### src/rtl/stream_demux_1ton_if.sv
// -----------------------------------------------------------------------------
// stream_demux_1ton_if
//
// Purpose:
//   Bundles the producer-side valid/ready stream and the NUM_OUT consumer-side
//   channels of stream_demux_1ton into one interface.
//
// Parameters:
//   DATA_W   payload width in bits
//   NUM_OUT  number of output channels
//   SEL_W    derived select width, $clog2(NUM_OUT)
//
// Signals:
//   in_valid / in_ready / in_data / in_last / in_sel   producer stream
//   out_valid / out_ready / out_data / out_last        per-channel streams
//                                                      (channel i at
//                                                      [i*DATA_W +: DATA_W])
//   err_sel                                            dropped-packet pulse
//   beat_cnt                                           16-bit delivered-beat
//                                                      counter per channel
//
// Modports:
//   master  environment side: drives the producer stream and out_ready
//   slave   demux side: consumes the producer stream, drives the channels
// -----------------------------------------------------------------------------
interface stream_demux_1ton_if #(
  parameter int DATA_W  = 8,
  parameter int NUM_OUT = 4
);
  localparam int SEL_W = $clog2(NUM_OUT);

  logic                      in_valid;
  logic                      in_ready;
  logic [DATA_W-1:0]         in_data;
  logic                      in_last;
  logic [SEL_W-1:0]          in_sel;

  logic [NUM_OUT-1:0]        out_valid;
  logic [NUM_OUT-1:0]        out_ready;
  logic [NUM_OUT*DATA_W-1:0] out_data;
  logic [NUM_OUT-1:0]        out_last;

  logic                      err_sel;
  logic [NUM_OUT*16-1:0]     beat_cnt;

  modport master (
    output in_valid,
    output in_data,
    output in_last,
    output in_sel,
    output out_ready,
    input  in_ready,
    input  out_valid,
    input  out_data,
    input  out_last,
    input  err_sel,
    input  beat_cnt
  );

  modport slave (
    input  in_valid,
    input  in_data,
    input  in_last,
    input  in_sel,
    input  out_ready,
    output in_ready,
    output out_valid,
    output out_data,
    output out_last,
    output err_sel,
    output beat_cnt
  );
endinterface

### src/rtl/stream_demux_1ton.sv
// -----------------------------------------------------------------------------
// stream_demux_1ton
//
// Purpose:
//   Routes one valid/ready input stream to one of NUM_OUT output channels,
//   packet by packet. The destination is taken from in_sel on the head beat of
//   a packet and held until its in_last beat. Each channel has its own
//   one-deep registered output stage, so channels drain independently and a
//   channel that is drained and refilled on the same edge sustains one beat
//   per cycle. Packets whose head selects a non-existent channel are accepted
//   and discarded in full, with a one-cycle err_sel pulse.
//
// Parameters:
//   DATA_W   payload width (>= 1)
//   NUM_OUT  number of output channels (>= 2, any value)
//   SEL_W    derived select width, not overridable
//
// Ports:
//   clk   rising-edge clock
//   rst   asynchronous, active-high reset (release synchronously upstream)
//   bus   stream_demux_1ton_if.slave: input stream, output channels,
//         err_sel pulse and per-channel beat counters
//
// Build option:
//   STREAM_DEMUX_BEAT_CNT_EN  when defined, beat_cnt slice i counts
//                             out_valid[i] && out_ready[i] handshakes
//                             (16-bit, wrapping). When undefined, beat_cnt
//                             is tied to zero and no counter flops exist.
//
// X handling:
//   The output-stage update is written with masks and conditional operators
//   rather than if/case so that an unknown in_sel on a valid beat propagates
//   to out_valid instead of being silently resolved.
// -----------------------------------------------------------------------------
module stream_demux_1ton #(
  parameter  int DATA_W  = 8,
  parameter  int NUM_OUT = 4,
  localparam int SEL_W   = $clog2(NUM_OUT)
) (
  input logic                clk,
  input logic                rst,
  stream_demux_1ton_if.slave bus
);

  // ---------------------------------------------------------------------------
  // Constants
  // ---------------------------------------------------------------------------
  // One extra bit so the range compare also works when NUM_OUT == 2**SEL_W.
  localparam logic [SEL_W:0]     NUM_OUT_C     = (SEL_W+1)'(NUM_OUT);
  localparam logic [NUM_OUT-1:0] ONE_HOT_LSB_C = {{(NUM_OUT-1){1'b0}}, 1'b1};

  typedef enum logic [1:0] {
    ST_IDLE  = 2'd0,   // waiting for a head beat
    ST_ROUTE = 2'd1,   // mid-packet, beats go to lock_sel_r
    ST_DROP  = 2'd2    // mid-packet, beats are discarded
  } state_e;

  // ---------------------------------------------------------------------------
  // Declarations
  // ---------------------------------------------------------------------------
  state_e                    state_r;
  state_e                    state_nxt_s;
  logic [SEL_W-1:0]          lock_sel_r;
  logic [SEL_W-1:0]          lock_sel_nxt_s;
  logic                      err_sel_r;
  logic                      err_sel_nxt_s;

  logic [SEL_W-1:0]          eff_sel_s;
  logic                      in_range_s;
  logic [NUM_OUT-1:0]        sel_onehot_s;
  logic [NUM_OUT-1:0]        slot_free_vec_s;
  logic                      slot_free_s;
  logic                      in_ready_s;
  logic                      accept_s;
  logic                      route_accept_s;
  logic [NUM_OUT-1:0]        load_vec_s;

  logic [NUM_OUT-1:0]        out_valid_r;
  logic [NUM_OUT*DATA_W-1:0] out_data_r;
  logic [NUM_OUT-1:0]        out_last_r;

  // ---------------------------------------------------------------------------
  // Channel selection and flow control
  // ---------------------------------------------------------------------------
  // Mid-packet beats ignore in_sel and follow the channel locked at the head.
  assign eff_sel_s  = (state_r == ST_ROUTE) ? lock_sel_r : bus.in_sel;
  assign in_range_s = ({1'b0, eff_sel_s} < NUM_OUT_C);

  // An out-of-range select shifts the bit off the top and yields all zeros;
  // that case is handled separately through in_range_s.
  assign sel_onehot_s    = ONE_HOT_LSB_C << eff_sel_s;
  assign slot_free_vec_s = ~out_valid_r | bus.out_ready;
  assign slot_free_s     = |(sel_onehot_s & slot_free_vec_s);

  // Input ready: follows the selected slot, or always accepts beats to drop.
  always_comb begin
    in_ready_s = 1'b0;
    case (state_r)
      ST_IDLE:  in_ready_s = in_range_s ? slot_free_s : 1'b1;
      ST_ROUTE: in_ready_s = slot_free_s;
      ST_DROP:  in_ready_s = 1'b1;
      default:  in_ready_s = 1'b0;
    endcase
  end

  assign accept_s       = bus.in_valid & in_ready_s;
  assign route_accept_s = accept_s & in_range_s & (state_r != ST_DROP);
  assign load_vec_s     = sel_onehot_s & {NUM_OUT{route_accept_s}};

  // ---------------------------------------------------------------------------
  // Packet FSM
  // ---------------------------------------------------------------------------
  // Next-state, locked channel and error pulse decode.
  always_comb begin
    state_nxt_s    = state_r;
    lock_sel_nxt_s = lock_sel_r;
    err_sel_nxt_s  = 1'b0;
    case (state_r)
      ST_IDLE: begin
        if (accept_s) begin
          if (in_range_s) begin
            if (!bus.in_last) begin
              state_nxt_s    = ST_ROUTE;
              lock_sel_nxt_s = bus.in_sel;
            end else begin
              state_nxt_s    = ST_IDLE;
            end
          end else begin
            err_sel_nxt_s = 1'b1;
            if (!bus.in_last) begin
              state_nxt_s = ST_DROP;
            end else begin
              state_nxt_s = ST_IDLE;
            end
          end
        end else begin
          state_nxt_s = ST_IDLE;
        end
      end
      ST_ROUTE, ST_DROP: begin
        if (accept_s && bus.in_last) begin
          state_nxt_s = ST_IDLE;
        end else begin
          state_nxt_s = state_r;
        end
      end
      default: begin
        state_nxt_s = ST_IDLE;
      end
    endcase
  end

  // FSM state, locked channel and err_sel pulse registers.
  always_ff @(posedge clk or posedge rst) begin
    if (rst) begin
      state_r    <= ST_IDLE;
      lock_sel_r <= {SEL_W{1'b0}};
      err_sel_r  <= 1'b0;
    end else begin
      state_r    <= state_nxt_s;
      lock_sel_r <= lock_sel_nxt_s;
      err_sel_r  <= err_sel_nxt_s;
    end
  end

  // ---------------------------------------------------------------------------
  // Output stages
  // ---------------------------------------------------------------------------
  // Per-channel one-deep registers: load on a routed accept, otherwise hold
  // while stalled and clear valid once drained.
  always_ff @(posedge clk or posedge rst) begin
    if (rst) begin
      out_valid_r <= {NUM_OUT{1'b0}};
      out_data_r  <= {(NUM_OUT*DATA_W){1'b0}};
      out_last_r  <= {NUM_OUT{1'b0}};
    end else begin
      out_valid_r <= load_vec_s | (out_valid_r & ~bus.out_ready);
      out_last_r  <= (load_vec_s & {NUM_OUT{bus.in_last}}) |
                     (~load_vec_s & out_last_r);
      for (int i = 0; i < NUM_OUT; i++) begin
        out_data_r[i*DATA_W +: DATA_W] <= load_vec_s[i] ? bus.in_data
                                                        : out_data_r[i*DATA_W +: DATA_W];
      end
    end
  end

  // ---------------------------------------------------------------------------
  // Delivered-beat counters
  // ---------------------------------------------------------------------------
`ifdef STREAM_DEMUX_BEAT_CNT_EN
  logic [NUM_OUT-1:0]    drain_vec_s;
  logic [NUM_OUT*16-1:0] beat_cnt_r;

  assign drain_vec_s = out_valid_r & bus.out_ready;

  // One 16-bit wrapping counter per channel, stepped on each handshake.
  always_ff @(posedge clk or posedge rst) begin
    if (rst) begin
      beat_cnt_r <= {(NUM_OUT*16){1'b0}};
    end else begin
      for (int i = 0; i < NUM_OUT; i++) begin
        beat_cnt_r[i*16 +: 16] <= beat_cnt_r[i*16 +: 16] + {15'd0, drain_vec_s[i]};
      end
    end
  end

  assign bus.beat_cnt = beat_cnt_r;
`else
  assign bus.beat_cnt = {(NUM_OUT*16){1'b0}};
`endif

  // ---------------------------------------------------------------------------
  // Interface outputs
  // ---------------------------------------------------------------------------
  assign bus.in_ready  = in_ready_s;
  assign bus.out_valid = out_valid_r;
  assign bus.out_data  = out_data_r;
  assign bus.out_last  = out_last_r;
  assign bus.err_sel   = err_sel_r;

endmodule

### src/flat_wrapper.sv
// flat-port wrapper written by rule: the top's interface ports become plain ports
module stream_demux_1ton_flat 
#(
  parameter  int DATA_W  = 8,
  parameter  int NUM_OUT = 4,
  localparam int SEL_W   = $clog2(NUM_OUT)
)
  (clk, rst, bus_in_valid, bus_in_data, bus_in_last, bus_in_sel, bus_out_ready, bus_in_ready, bus_out_valid, bus_out_data, bus_out_last, bus_err_sel, bus_beat_cnt);
  stream_demux_1ton_if #(.DATA_W(DATA_W), .NUM_OUT(NUM_OUT)) bus_i ();
  input logic clk;
  input logic rst;
  input wire logic [$bits(bus_i.in_valid)-1:0] bus_in_valid;
  input wire logic [$bits(bus_i.in_data)-1:0] bus_in_data;
  input wire logic [$bits(bus_i.in_last)-1:0] bus_in_last;
  input wire logic [$bits(bus_i.in_sel)-1:0] bus_in_sel;
  input wire logic [$bits(bus_i.out_ready)-1:0] bus_out_ready;
  output wire logic [$bits(bus_i.in_ready)-1:0] bus_in_ready;
  output wire logic [$bits(bus_i.out_valid)-1:0] bus_out_valid;
  output wire logic [$bits(bus_i.out_data)-1:0] bus_out_data;
  output wire logic [$bits(bus_i.out_last)-1:0] bus_out_last;
  output wire logic [$bits(bus_i.err_sel)-1:0] bus_err_sel;
  output wire logic [$bits(bus_i.beat_cnt)-1:0] bus_beat_cnt;
  assign bus_i.in_valid = bus_in_valid;
  assign bus_i.in_data = bus_in_data;
  assign bus_i.in_last = bus_in_last;
  assign bus_i.in_sel = bus_in_sel;
  assign bus_i.out_ready = bus_out_ready;
  assign bus_in_ready = bus_i.in_ready;
  assign bus_out_valid = bus_i.out_valid;
  assign bus_out_data = bus_i.out_data;
  assign bus_out_last = bus_i.out_last;
  assign bus_err_sel = bus_i.err_sel;
  assign bus_beat_cnt = bus_i.beat_cnt;
  stream_demux_1ton #(.DATA_W(DATA_W), .NUM_OUT(NUM_OUT)) u_core (.clk(clk), .rst(rst), .bus(bus_i));
endmodule
### config.mk
export PLATFORM = sky130hd
export DESIGN_NAME = stream_demux_1ton_flat
export DESIGN_NICKNAME = d
export VERILOG_FILES = /design/src/rtl/stream_demux_1ton_if.sv /design/src/rtl/stream_demux_1ton.sv /design/src/flat_wrapper.sv
export SDC_FILE = /design/constraint.sdc
export NUM_CORES = 1
export LEC_CHECK = 0
export ABC_AREA = 1
export CORE_AREA = 3 3 95 97
export CTS_CLUSTER_SIZE = 25
export DETAILED_ROUTE_END_ITERATION = 8
export DIE_AREA = 0 0 98 100
export PLACE_DENSITY = 0.6
export SYNTH_ARGS = -nofsm -noshare
export SYNTH_HDL_FRONTEND = slang
export SYNTH_SLANG_ARGS = --single-unit
### constraint.sdc
create_clock -name clk -period 3.5 [get_ports clk]
set_input_delay 0.7 -clock clk [delete_from_list [all_inputs] [get_ports clk]]
set_output_delay 0.7 -clock clk [all_outputs]
set_load 0.03 [all_outputs]
# Word-level counts from Yosys, hierarchy flattened
# Index checks and enable logic that the tools add are counted.
[word_totals]
mem_count = 0
register_bits = 44
word_cells = 39
mem_bits_ro = 0
in_bits = 18
latch_bits = 0
out_inout_bits = 106
ramBits = 0
[op_classes]
div = 0
muxes = 6
mul = 0
n_eq_ne = 4
n_shift = 1
n_addsub = 0
magnitude_cmp = 0
reduce_logical = 6
bitwise_logic = 14
[ops]
columns = ["cell", "count"]
rows = [
  ["$and 4x4->4", 5],
  ["$not 4->4", 3],
  ["$or 4x4->4", 3],
  ["$mux 2", 2],
  ["$pmux 2 s2", 1],
  ["$reduce_or 2->1", 2],
  ["$reduce_or 4->1", 1],
  ["$shl 1x2->4 const A", 1],
  ["$reduce_and 3->1", 1],
  ["$and 1x1->1", 2],
  ["$eq 2x1->1 const B", 1],
  ["$eq 2x2->1 const B", 1],
  ["$logic_not 2->1", 1],
  ["$mux 1", 2],
  ["$ne 2x1->1 const B", 1],
  ["$ne 2x2->1 const B", 1],
  ["$pmux 1 s2", 1],
  ["$logic_and 1x1->1", 1],
  ["$not 1->1", 1],
]

# Logic depth before layout (Yosys ltp)
# Gate-level depths: netlist (run 1).
[logic_depth]
word_depth = 12
depth_mapped = 11
ltp_nobuf = 10

# Worst setup path after synthesis (run 1)
# No wires, ideal clock.
[synth_path]
kind = "input to output"
from = "in bus_out_ready[3]"
to = "out bus_in_ready"
t_required_ps = 2800
cell_stages = 6
n_path_buf = 1
setup_slack_ps = 1356
arrival_ps = 1444
path_cell_list = "or2_2 nand3_1 nand2_1 inv_2 nand2_8 buf_6"
[synth_between]
elab_chain_cells = 4
[synth_lines]
columns = ["item", "line_no", "rtl"]
rows = [
  ["from (decl)", "flat_wrapper.sv:16", "input wire logic [$bits(bus_i.out_ready)-1:0] bus_out_ready;"],
  ["$or 4x4->4", "stream_demux_1ton.sv:92", "assign slot_free_vec_s = ~out_valid_r | bus.out_ready;"],
  ["$and 4x4->4", "stream_demux_1ton.sv:93", "assign slot_free_s = |(sel_onehot_s & slot_free_vec_s);"],
  ["$reduce_or 4->1", "stream_demux_1ton.sv:93", ""],
  ["$pmux 1 s2", "stream_demux_1ton.sv:98", "case (state_r)"],
  ["to (decl)", "flat_wrapper.sv:17", "output wire logic [$bits(bus_i.in_ready)-1:0] bus_in_ready;"],
]
# Every way passes these cells.

# Worst setup path in the final report (run 1)
[layout_path]
from = "in bus_in_sel[0]"
to = "out bus_in_ready"
[layout_between]
elab_chain_cells = 5
[layout_lines]
columns = ["item", "line_no", "rtl"]
rows = [
  ["from (decl)", "flat_wrapper.sv:15", "input wire logic [$bits(bus_i.in_sel)-1:0] bus_in_sel;"],
  ["$mux 2", "stream_demux_1ton.sv:86", "assign eff_sel_s = (state_r == ST_ROUTE) ? lock_sel_r : bus.in_sel;"],
  ["$shl 1x2->4", "stream_demux_1ton.sv:91", "assign sel_onehot_s = ONE_HOT_LSB_C << eff_sel_s;"],
  ["$and 4x4->4", "stream_demux_1ton.sv:93", ""],
  ["$reduce_or 4->1", "stream_demux_1ton.sv:93", ""],
  ["$pmux 1 s2", "stream_demux_1ton.sv:98", ""],
]
# Every way passes these cells.

==> Implementation_results.wiki, run 1 <==
{| class="wikitable"
! Metric !! Value
|-
| CP peak stage delay || slightly below 700 ps
|-
| Number of flip-flops and latches in the synthesized netlist || between 40 and 50
|-
| Final Wtd Congestion || 0.747
|-
| Clock root buffer || sky130_fd_sc_hd__clkbuf_8
|-
| Setup violation total in the final timing report || 0
|-
| Time the worst path needs with I/O delays and setup || 3100 ps
|-
| Startpoint class of the critical path || input pin
|-
| Sinks on the clock net || 43
|-
| 1st-iter DRT viols || 99
|-
| Final setup margin || 404 ps
|-
| Antenna violations before repair || 0
|-
| Most common cell type on the critical path || sky130_fd_sc_hd__nand2_1
|-
| Sequential cell area fraction in the yosys report || about 44%
|-
| Vias after detailed routing || ~1900
|-
| Complex-gate fraction of the synthesized area || 0.205%
|-
| Number of instances resized during post-cts repair || 0
|-
| Endpoint required time on the critical path || between 2000 and 3000 ps
|-
| Launching point of the worst reg2reg path || u_core.state_r[0]
|-
| Share of synthesized area spent on multiplexers || 0%
|-
| Final critical-path share of the clock period || 88.5%
|-
| # H-tree levels || 2
|-
| Synth unique cells || 19
|-
| Max stage delay cell, worst path || sky130_fd_sc_hd__clkdlybuf4s50_1
|-
| Final slew viol count || 0
|-
| Largest family of logic cells by synthesized area || simple AND/OR/NAND/NOR gates
|-
| Most common cell after layout, fill and taps aside || sky130_fd_sc_hd__nand2_1
|-
| Antenna viol nets, final || 0
|-
| TritonCTS clock tree || yes
|-
| Antenna diode count || 0
|-
| Max rail drop VDD || 0.000307 V
|-
| Syn. warnings || 0
|-
| Adder-cell share of the synthesized area || 0%
|-
| Maximum number of pins on one net before global-route repair || 45
|-
| Worst Reg2Reg Path Length in Cells || 11
|-
| Number of global-route vias before repair || 1640
|-
| IO Port Bufs || 58
|-
| Endpoint of the lowest-slack register-to-register path || u_core.bus.out_data[14]
|-
| Die footprint || 9800 µm²
|-
| Net switching power || 1.47 mW
|-
| Dominant delay contributor by cell family on the critical path || buffers and inverters
|-
| Die Width || 98 µm
|-
| Hold Worst Slack || 478 ps
|-
| Aggregate global routing overflow || 0
|-
| Combinational share of power || about three fifths
|-
| CP endpoint || bus_in_ready
|-
| Num rows || 33
|-
| Ratio of total power to cell area || 996 nW/µm²
|-
| Final nets || 361
|-
| Summed negative setup slack over all endpoints || 0 ps
|-
| Hold violation total from the final report || 0
|-
| Average routed wire per standard cell || 13.2 µm
|-
| Startpoint-to-endpoint class of the critical path || input pin to primary output
|-
| DRC viols || 0
|-
| Detailed placer's ending HPWL || 4.26 mm
|-
| Die H || 100 µm
|-
| Share of post-route cells with drive strength above 1 || 7.85%
|-
| Critical path origin || bus_in_sel[0]
|-
| Sum of buffers and inverters on the critical path || 3
|-
| Effective utilization at floorplan || 29.6%
|-
| Class of the most critical hold timing path || register to register
|-
| Power share of the clock group || 11.8%
|-
| Sequential fraction of design power || 29.2%
|-
| Post-synthesis to final-layout area growth || 21.8%
|-
| Timing-limited maximum frequency || 323 MHz
|-
| Total CTS buffers || 5
|-
| RSZ-0062 raised after global routing || no
|-
| Maximum buffer depth of the clock tree || 2
|-
| Worst-skew pair later-pin latency || 290 ps
|-
| Post CTS Setup Buffer Count || 0
|-
| Avg Inst Size Synth || roughly 8.6 µm²
|-
| Vias per cell || 4.26
|-
| Internal power || 1.49 mW
|-
| Post-synthesis cell area || 2440 µm²
|-
| Data arrival time of the critical path || 2400 ps
|-
| Share of synthesized cell area in and, or, nand and nor gates || 31.0%
|-
| Minimum setup slack among reg-to-reg paths || 1420 ps
|-
| All-Layer GR Usage || 11.4%
|-
| Cell count along the critical path || 8
|-
| Hold-fix buffers at CTS || 0
|-
| Actual transition at the worst max-transition pin || 633 ps
|-
| Crit-path cells || clkdlybuf4s50_1 -> nand2_1 -> nand2_1 -> nand3_1 -> nand2_1 -> inv_2 -> nand2_8 -> clkdlybuf4s50_1
|-
| Number of top-level pins || 124
|-
| Routed Wire Length || 5.94 mm
|-
| Commonest cells after routing, fill and taps aside || sky130_fd_sc_hd__nand2_1, sky130_fd_sc_hd__conb_1, sky130_fd_sc_hd__clkdlybuf4s50_1
|-
| Number of optimization iterations in the first detailed-route pass || 4
|-
| Leakage power || 1.52 nW
|-
| Result of the run || finished clean
|-
| Syn Inst Count || 284
|-
| Post-Route Skew || ~9.1 ps
|-
| Placement-stage worst setup slack || 392 ps
|-
| Core region area || 8220 µm²
|-
| Crit end category || primary output
|-
| Synth Area in XOR/XNOR || 0%
|-
| Reported max-cap violation count || 0
|-
| Sw Ratio || 49.7%
|-
| Clock Pin Slew Worst Setup and Hold Paths || 80 ps
|-
| Max-Slew Margin vs Limit || 57.6%
|-
| Largest driver fanout on the critical path || 4
|-
| Share of the core filled with cells || 36.1%
|-
| Global-route wire length before repair || 8.83 mm
|}
-- worst min path at each step --
stage / end / depth (start not counted) / from
after floorplan: u_core.lock_sel_r[0] / 2 / u_core.lock_sel_r[0]
after CTS: u_core.bus.out_data[20] / 2 / u_core.bus.out_data[20]
final: u_core.bus.out_data[20] / 2 / u_core.bus.out_data[20]
after global placement: u_core.bus.out_data[25] / 2 / u_core.bus.out_data[25]
after global routing: u_core.bus.out_data[21] / 2 / u_core.bus.out_data[21]
after detailed placement: u_core.bus.out_data[20] / 2 / u_core.bus.out_data[20]
-- per-stage QoR --
stage,power [mW],instances,cell area (µm²)
after detailed placement,2.63,441,2870
after global routing,3.15,449,2970
after CTS,2.99,449,2970
after floorplan,2.11,348,2680
after global placement,2.61,441,2870
final,2.96,449,2970
-- layer usage --
| layer | GRT usage, % | vias up | routed length, µm |
|---|---|---|---|
| met3 | 4.17 | 4 | 548 |
| met4 | 3.41 | 0 | 55 |
| li1 | - | 915 | - |
| met2 | 17.7 | 86 | 2810 |
| met5 | 0 | - | 0 |
| met1 | 15.0 | 908 | 2530 |
-- layout make-up --
cell class                 count  area (µm²)
timing repair buffer          62         611
tap                          105         131
fill                         854        5250
inverter                      12        45.0
sequential                    43        1080
clock buffer                   8         100
multi-input combinational    219        1000
-- Yosys cell counts --
cell type | count | area share, %
sky130_fd_sc_hd__buf_1 | 1 | 0.15
sky130_fd_sc_hd__buf_4 | 65 | 20
sky130_fd_sc_hd__buf_6 | 4 | 1.8
sky130_fd_sc_hd__clkbuf_1 | 4 | 0.62
sky130_fd_sc_hd__conb_1 | 1 | 0.15
sky130_fd_sc_hd__dfrtp_1 | 43 | 44
sky130_fd_sc_hd__inv_1 | 9 | 1.4
sky130_fd_sc_hd__inv_2 | 3 | 0.46
sky130_fd_sc_hd__nand2_1 | 97 | 15
sky130_fd_sc_hd__nand2_2 | 2 | 0.51
sky130_fd_sc_hd__nand2_8 | 1 | 0.82
sky130_fd_sc_hd__nand3_1 | 4 | 0.82
sky130_fd_sc_hd__nand3_2 | 3 | 1.2
sky130_fd_sc_hd__nand3_4 | 2 | 1.4
sky130_fd_sc_hd__nand4_1 | 38 | 9.8
sky130_fd_sc_hd__nor2_1 | 1 | 0.15
sky130_fd_sc_hd__nor2_2 | 4 | 1.0
sky130_fd_sc_hd__o21ai_1 | 1 | 0.21
sky130_fd_sc_hd__or2_2 | 1 | 0.26
-- power by group through the flow --
stage	sequential (mW)	clock [mW]	combinational, mW
finish	0.863	0.348	1.74
global route	0.889	0.377	1.89
CTS	0.864	0.357	1.77
detailed placement	0.871	0	1.76
global placement	0.863	0	1.75
floorplan	1.25	0	0.859
-- cell families (layout without fill, tap and decap cells) --
group,Yosys count,in the layout
compound gates,1,1
buf+inv,86,82
flops,43,43
other cells,1,65
simple gates,153,153
-- worst reg2reg max path, delay by kind of cell, from the launching register on --
| family | cells | cell delay (ps) |
|---|---|---|
| and+or+nand+nor | 8 | 940 |
| buffers and inverters | 3 | 570 |
| DFF | 1 | 460 |
-- sequential cells by signal (all words and copies together), names as in the netlist, named ones only --
signal	flops
u_core.bus.out_valid	4
u_core.state_r	1
u_core.lock_sel_r	2
u_core.bus.out_data	32
Note: power is estimated with default switching activity, not from simulation.
==> inputs of run 2 (changes only) <==
Clock period 3.5 ns to 3.08 ns, I/O delays scaled along.
==> run 2 against run 1 <==
  * Via count fell by 2.5%
  * Routed wire length fell by 4.4%
  * Setup slack improved by 150 ps
  * Die area did not move
  * Utilization fell by 0.46 points
  * Flip-flop and latch count did not move
  * Critical endpoint unchanged
  * Largest cell class unchanged
  * Highest routed layer unchanged
==> Implementation_results.wiki, run 2 (synthesized netlist as in run 1, its figures left out) <==
{| class="wikitable"
! Metric !! Value
|-
| Leakage power || 1.50 nW (-1.2%)
|-
| Setup violation total in the final timing report || 0 (unchanged)
|-
| Data arrival time of the critical path || 1910 ps (-490 ps)
|-
| DRC viols || 0 (unchanged)
|-
| Post-Route Skew || 5.72 ps (-3.34 ps)
|-
| Max-Slew Margin vs Limit || 63.8% (+6.2 points)
|-
| Global-route wire length before repair || 8.48 mm (-3.9%)
|-
| Antenna viol nets, final || 0 (unchanged)
|-
| Total CTS buffers || 5 (unchanged)
|-
| Sw Ratio || 50.2% (+0.42 points)
|-
| # H-tree levels || 2 (unchanged)
|-
| Aggregate global routing overflow || 0 (unchanged)
|-
| Worst-skew pair later-pin latency || 290 ps (about the same)
|-
| Net switching power || 1.64 mW (+12%)
|-
| Largest driver fanout on the critical path || 10 (+6)
|-
| All-Layer GR Usage || 11.1% (-0.33 points)
|-
| Startpoint-to-endpoint class of the critical path || input pin to primary output
|-
| Final Power || 3.27 mW (+11%)
|-
| Commonest cells after routing, fill and taps aside || sky130_fd_sc_hd__nand2_1, sky130_fd_sc_hd__conb_1, sky130_fd_sc_hd__clkdlybuf4s50_1
|-
| M1 wire length || 2.42 mm (-4.3%)
|-
| Clock root buffer || sky130_fd_sc_hd__clkbuf_8
|-
| Endpoint required time on the critical path || 2460 ps (-340 ps)
|-
| Vias after detailed routing || 1865 (-2.5%)
|-
| Number of global-route vias before repair || 1679 (+2.4%)
|-
| Highest Signal Layer || met4
|-
| Number of optimization iterations in the first detailed-route pass || 4 (unchanged)
|-
| Sequential fraction of design power || 30.0% (+0.8 points)
|-
| Maximum buffer depth of the clock tree || 2 (unchanged)
|-
| Max FFs per register || 32 (unchanged)
|-
| Reported max-cap violation count || 0 (unchanged)
|-
| Hold violation total from the final report || 0 (unchanged)
|-
| Die footprint || 9800 µm² (unchanged)
|-
| IO Port Bufs || 58 (unchanged)
|-
| Detailed placer's ending HPWL || 4.26 mm (about the same)
|-
| Time the worst path needs with I/O delays and setup || between 2000 and 3000 ps
|-
| TritonCTS clock tree || yes
|-
| Post CTS Setup Buffer Count || 0 (unchanged)
|-
| Startpoint class of the critical path || input pin
|-
| Class of the most critical hold timing path || register to register
|-
| Routed Wire Length || 5.68 mm (-4.4%)
|-
| Num rows || 33 (unchanged)
|-
| Actual transition at the worst max-transition pin || 542 ps (-91.1 ps)
|-
| Average routed wire per standard cell || 12.7 µm (-3.7%)
|-
| Die H || 100 µm (unchanged)
|-
| Most common cell after layout, fill and taps aside || sky130_fd_sc_hd__nand2_1
|-
| Met2 wire length || 2.65 mm (-5.9%)
|-
| Number of placed instances, taps included || 440 (-0.23%)
|-
| Timing-limited maximum frequency || 396 MHz
|-
| Antenna violations before repair || 0 (unchanged)
|-
| Post-synthesis to final-layout area growth || 20.2%
|-
| Result of the run || finished clean
|-
| Max rail drop VDD || 0.000452 V (+47%)
|-
| Maximum number of pins on one net before global-route repair || 45 (unchanged)
|-
| Final slew viol count || 0 (unchanged)
|-
| Crit end category || primary output
|-
| Number of instances resized during post-cts repair || 0 (unchanged)
|-
| 1st-iter DRT viols || 92 (-7.1%)
|-
| Die Width || 98 µm (unchanged)
|-
| Hold-fix buffers at CTS || 0 (unchanged)
|-
| Core region area || 8220 µm² (unchanged)
|-
| Hold Worst Slack || 476 ps (-1.75 ps)
|-
| Effective utilization at floorplan || 29.6% (unchanged)
|-
| Finished Layout Cells || 446 (-0.67%)
|-
| Combinational share of power || 60.0% (+1.0 points)
|-
| Routed length on met3 || 532 µm (-2.9%)
|-
| Final Wtd Congestion || 0.815 (+9.2%)
|-
| RSZ-0062 raised after global routing || no
|-
| Clock Pin Slew Worst Setup and Hold Paths || 70 ps (about the same)
|-
| Minimum setup slack among reg-to-reg paths || 1050 ps (-370 ps)
|-
| Ratio of total power to cell area || 1120 nW/µm² (+12%)
|-
| Final nets || 360 (-0.28%)
|-
| Antenna diode count || 0 (unchanged)
|-
| Summed negative setup slack over all endpoints || 0 ps (unchanged)
|-
| Sinks on the clock net || 43 (unchanged)
|-
| Share of the core filled with cells || 35.6% (-0.46 points)
|-
| Vias per cell || 4.18 (-1.9%)
|-
| Power share of the clock group || 10.0% (-1.8 points)
|-
| Number of top-level pins || 124 (unchanged)
|-
| Final critical-path share of the clock period || 81.9%
|-
| Internal power || 1.63 mW (+9.8%)
|-
| Share of post-route cells with drive strength above 1 || 7.33% (-0.52 points)
|}
==> run 2: metal layers <==
layer / up-vias / track usage (%)
met4: 0 / 3.94
met2: 91 / 17.2
met5: - / 0
met1: 851 / 14.1
met3: 8 / 4.52
li1: 915 / -
==> run 2: through the flow <==
step           instance area [µm²]  setup slack [ps]
2_1_floorplan                 2680              1100
3_3_place_gp                  2860               556
3_5_place_dp                  2860               437
4_1_cts                       2930               538
5_1_grt                       2930               469
6_report                      2930               556
==> run 2: cell type report <==
class | instances | area, µm²
multi-input combinational | 219 | 1000
fill | 850 | 5290
tap | 105 | 131
timing repair buffer | 61 | 601
clock buffer | 6 | 72.6
inverter | 12 | 45.0
sequential | 43 | 1080
==> run 2: path summary, 6_finish.rpt <==
path                                        start                          to  cells after the start
hold reg to reg            u_core.bus.out_data[2]      u_core.bus.out_data[2]                      2
max in group asynchronous                     rst  asynchronous set/reset pin                      3
setup reg to reg                u_core.state_r[0]      u_core.bus.out_data[7]                     11
min in group asynchronous                     rst     u_core.bus.out_data[29]                      3
setup / recovery                    bus_in_sel[1]                bus_in_ready                      9
hold / removal             u_core.bus.out_data[2]      u_core.bus.out_data[2]                      2
==> run 2: worst max-delay path, stage by stage <==
cell and delay, ps:
sky130_fd_sc_hd__clkdlybuf4s50_1 520, sky130_fd_sc_hd__inv_1 60, sky130_fd_sc_hd__nand2_1 60, sky130_fd_sc_hd__nand2_1 120, sky130_fd_sc_hd__nand3_1 110, sky130_fd_sc_hd__nand2_1 70
sky130_fd_sc_hd__inv_2 90, sky130_fd_sc_hd__nand2_8 80, sky130_fd_sc_hd__buf_4 180
==> run 2: power groups by stage <==
stage | Clock, mW | Sequential [mW] | Combinational (mW)
2_1_floorplan | 0 | 1.42 | 0.976
3_3_place_gp | 0 | 0.991 | 1.95
3_5_place_dp | 0 | 0.993 | 1.98
4_1_cts | 0.342 | 0.987 | 1.98
5_1_grt | 0.356 | 1.02 | 2.13
6_report | 0.327 | 0.983 | 1.96
==> inputs of run 3 (changes only) <==
Clock period 3.08 ns to 2.53 ns, I/O delays scaled along.
==> run 3 against run 2 <==
  * Sequential power grew 22%
  * Clock-buffer cell count is the same
  * Routed wire length grew 3.6%
  * Sequential share of layout area shrank 0.71 points
  * Hold slack lost 1.4 ps
  * Cell count grew 1.8%
  * Combinational power grew 26%
  * Clock power grew 30%
  * Global-route usage grew 0.31 points
  * Clock skew grew 0.73 ps
  * Flip-flop and latch count is the same
==> Implementation_results.wiki, run 3 (synthesized netlist as in run 1, its figures left out) <==
{| class="wikitable"
! Metric !! Value
|-
| Class of the most critical hold timing path || register to register
|-
| Commonest cells after routing, fill and taps aside || sky130_fd_sc_hd__nand2_1, sky130_fd_sc_hd__conb_1, sky130_fd_sc_hd__clkdlybuf4s50_1
|-
| Share of post-route cells with drive strength above 1 || 9.46% (+2.1 points)
|-
| Max stage delay cell, worst path || sky130_fd_sc_hd__clkdlybuf4s50_1
|-
| Endpoint required time on the critical path || 2020 ps (-440 ps)
|-
| Maximum buffer depth of the clock tree || 2 (unchanged)
|-
| Startpoint-to-endpoint class of the critical path || input pin to primary output
|-
| Startpoint class of the critical path || input pin
|-
| RSZ-0062 raised after global routing || no
|-
| Power share of the clock group || 10.4% (+0.4 points)
|-
| Leakage power || 1.54 nW (+2.2%)
|-
| Data arrival time of the critical path || 1800 ps (-110 ps)
|-
| Result of the run || finished clean
|-
| Share of the core filled with cells || 36.3% (+0.70 points)
|-
| Placement-stage worst setup slack || 229 ps (-208 ps)
|-
| Max rail drop VDD || 0.000446 V (-1.2%)
|-
| Timing-limited maximum frequency || 434 MHz
|-
| Sum of buffers and inverters on the critical path || 4 (unchanged)
|-
| Number of top-level pins || 124 (unchanged)
|-
| Clock root buffer || sky130_fd_sc_hd__clkbuf_8
|-
| Largest driver fanout on the critical path || 15 (+5)
|-
| Final slew viol count || 0 (unchanged)
|-
| Hold Worst Slack || 475 ps (-1.39 ps)
|-
| Number of optimization iterations in the first detailed-route pass || 4 (unchanged)
|-
| Most common cell after layout, fill and taps aside || sky130_fd_sc_hd__nand2_1
|-
| Average routed wire per standard cell || 13.0 µm (+1.8%)
|-
| Crit end category || primary output
|-
| Sequential fraction of design power || 29.2% (-0.8 points)
|-
| Sw Ratio || 50.0% (-0.20 points)
|-
| Vias after detailed routing || 1906 (+2.2%)
|-
| Hold-fix buffers at CTS || 0 (unchanged)
|-
| Max-Slew Margin vs Limit || 63.5% (-0.37 points)
|-
| Worst-skew pair later-pin latency || 300 ps (about the same)
|-
| All-Layer GR Usage || 11.4% (+0.31 points)
|-
| Ratio of total power to cell area || 1370 nW/µm² (+23%)
|-
| Post CTS Setup Buffer Count || 0 (unchanged)
|-
| Clock Pin Slew Worst Setup and Hold Paths || 70 ps (about the same)
|-
| Total CTS buffers || 5 (unchanged)
|-
| Final setup margin || 225 ps (-331 ps)
|-
| Net switching power || 2.04 mW (+25%)
|-
| 1st-iter DRT viols || 97 (+5.4%)
|-
| Combinational share of power || 60.4% (+0.4 points)
|-
| Antenna viol nets, final || 0 (unchanged)
|-
| Number of global-route vias before repair || 1726 (+2.8%)
|-
| Die H || 100 µm (unchanged)
|-
| DRC viols || 0 (unchanged)
|-
| Effective utilization at floorplan || 29.6% (unchanged)
|-
| Actual transition at the worst max-transition pin || 548 ps (+5.48 ps)
|-
| Crit-path cells || clkdlybuf4s50_1 -> inv_1 -> nand2_1 -> nand2_1 -> nand3_1 -> nand2_1 -> inv_2 -> nand2_8 -> buf_4
|-
| IO Port Bufs || 58 (unchanged)
|-
| Summed negative setup slack over all endpoints || 0 ps (unchanged)
|-
| Num rows || 33 (unchanged)
|-
| Hold violation total from the final report || 0 (unchanged)
|-
| Global-route wire length before repair || 8.87 mm (+4.6%)
|-
| Most common cell type on the critical path || sky130_fd_sc_hd__nand2_1
|-
| Time the worst path needs with I/O delays and setup || 2310 ps
|-
| Post-synthesis to final-layout area growth || 22.6%
|-
| Detailed placer's ending HPWL || 4.43 mm (+4.0%)
|-
| Max FFs per register || 32 (unchanged)
|-
| Summed area of non-filler cells in the final layout || 2990 µm² (+2.0%)
|-
| Reported max-cap violation count || 0 (unchanged)
|-
| TritonCTS clock tree || yes
|-
| Core region area || 8220 µm² (unchanged)
|-
| Die footprint || 9800 µm² (unchanged)
|-
| Routed Wire Length || 5.89 mm (+3.6%)
|-
| Antenna violations before repair || 0 (unchanged)
|-
| # H-tree levels || 2 (unchanged)
|-
| Antenna diode count || 0 (unchanged)
|-
| Setup violation total in the final timing report || 0 (unchanged)
|-
| Dominant delay contributor by cell family on the critical path || buffers and inverters
|-
| CP peak stage delay || 510 ps (about the same)
|-
| Vias per cell || 4.20 (+0.40%)
|-
| Final nets || 366 (+1.7%)
|-
| Aggregate global routing overflow || 0 (unchanged)
|-
| Post-Route Skew || 6.44 ps (+0.727 ps)
|-
| Number of instances resized during post-cts repair || 0 (unchanged)
|-
| Area of placed instances || 2900 µm² (+1.6%)
|-
| Final Wtd Congestion || 0.802 (-1.6%)
|-
| Sinks on the clock net || 43 (unchanged)
|-
| Die Width || 98 µm (unchanged)
|-
| Maximum number of pins on one net before global-route repair || 44 (-2.2%)
|-
| Final critical-path share of the clock period || about nine tenths
|-
| Internal power || 2.05 mW (+26%)
|}
==> run 3: cell count changes in the layout (fill, tap and decap cells not counted), sizes merged <==
cell and delta:
buf +6, clkinv +1, clkinvlp +1
==> run 3: power by group through the flow <==
stage / combinational, mW / clock [mW] / sequential, mW
final: 2.47 / 0.425 / 1.20
after detailed placement: 2.49 / 0 / 1.21
after CTS: 2.50 / 0.438 / 1.20
after floorplan: 1.19 / 0 / 1.73
after global routing: 2.66 / 0.464 / 1.24
after global placement: 2.47 / 0 / 1.20
==> run 3: metrics by stage <==
step	power, mW	instances
after floorplan	2.92	348
after global placement	3.66	446
after detailed placement	3.70	446
after CTS	4.14	454
after global routing	4.37	454
final	4.09	454
==> run 3: final cells by class <==
type / count / area [µm²]
Multi-Input combinational cell: 219 / 1000
Clock buffer: 6 / 72.6
Timing Repair Buffer: 67 / 646
Clock inverter: 2 / 12.5
Tap cell: 105 / 131
Sequential cell: 43 / 1080
Fill cell: 876 / 5230
Inverter: 12 / 45.0
==> run 3: worst paths after layout <==
| kind | from | to | slack [ps] | cells after the start |
|---|---|---|---|---|
| max | bus_in_sel[1] | bus_in_ready | 220 | 9 |
| min in group asynchronous | rst | u_core.bus.out_data[25] | 650 | 3 |
| min reg2reg | u_core.bus.out_data[28] | u_core.bus.out_data[28] | 480 | 2 |
| max in group asynchronous | rst | u_core.bus.out_data[4] | 1510 | 3 |
| max reg2reg | u_core.state_r[0] | u_core.bus.out_data[19] | 730 | 11 |
| min | u_core.bus.out_data[28] | u_core.bus.out_data[28] | 480 | 2 |
==> run 3: worst reg2reg max path, stage by stage, from the launching register on <==
cell                      delay, ps
sky130_fd_sc_hd__dfrtp_1        470
sky130_fd_sc_hd__inv_2          110
sky130_fd_sc_hd__nand2_1         50
sky130_fd_sc_hd__nand2_1        150
sky130_fd_sc_hd__nand3_1         90
sky130_fd_sc_hd__nand2_1         80
sky130_fd_sc_hd__inv_2           60
sky130_fd_sc_hd__nand2_8        120
sky130_fd_sc_hd__buf_4          240
sky130_fd_sc_hd__nand3_4        170
sky130_fd_sc_hd__nand2_1        110
sky130_fd_sc_hd__nand2_1         50
==> run 3: routing by layer <==
metal | vias up | track usage [%] | routed length, µm
met1 | 895 | 14.3 | 2480
met4 | 0 | 3.73 | 53
met5 | - | 0 | 0
met3 | 6 | 4.45 | 531
li1 | 921 | - | -
met2 | 84 | 18.2 | 2830
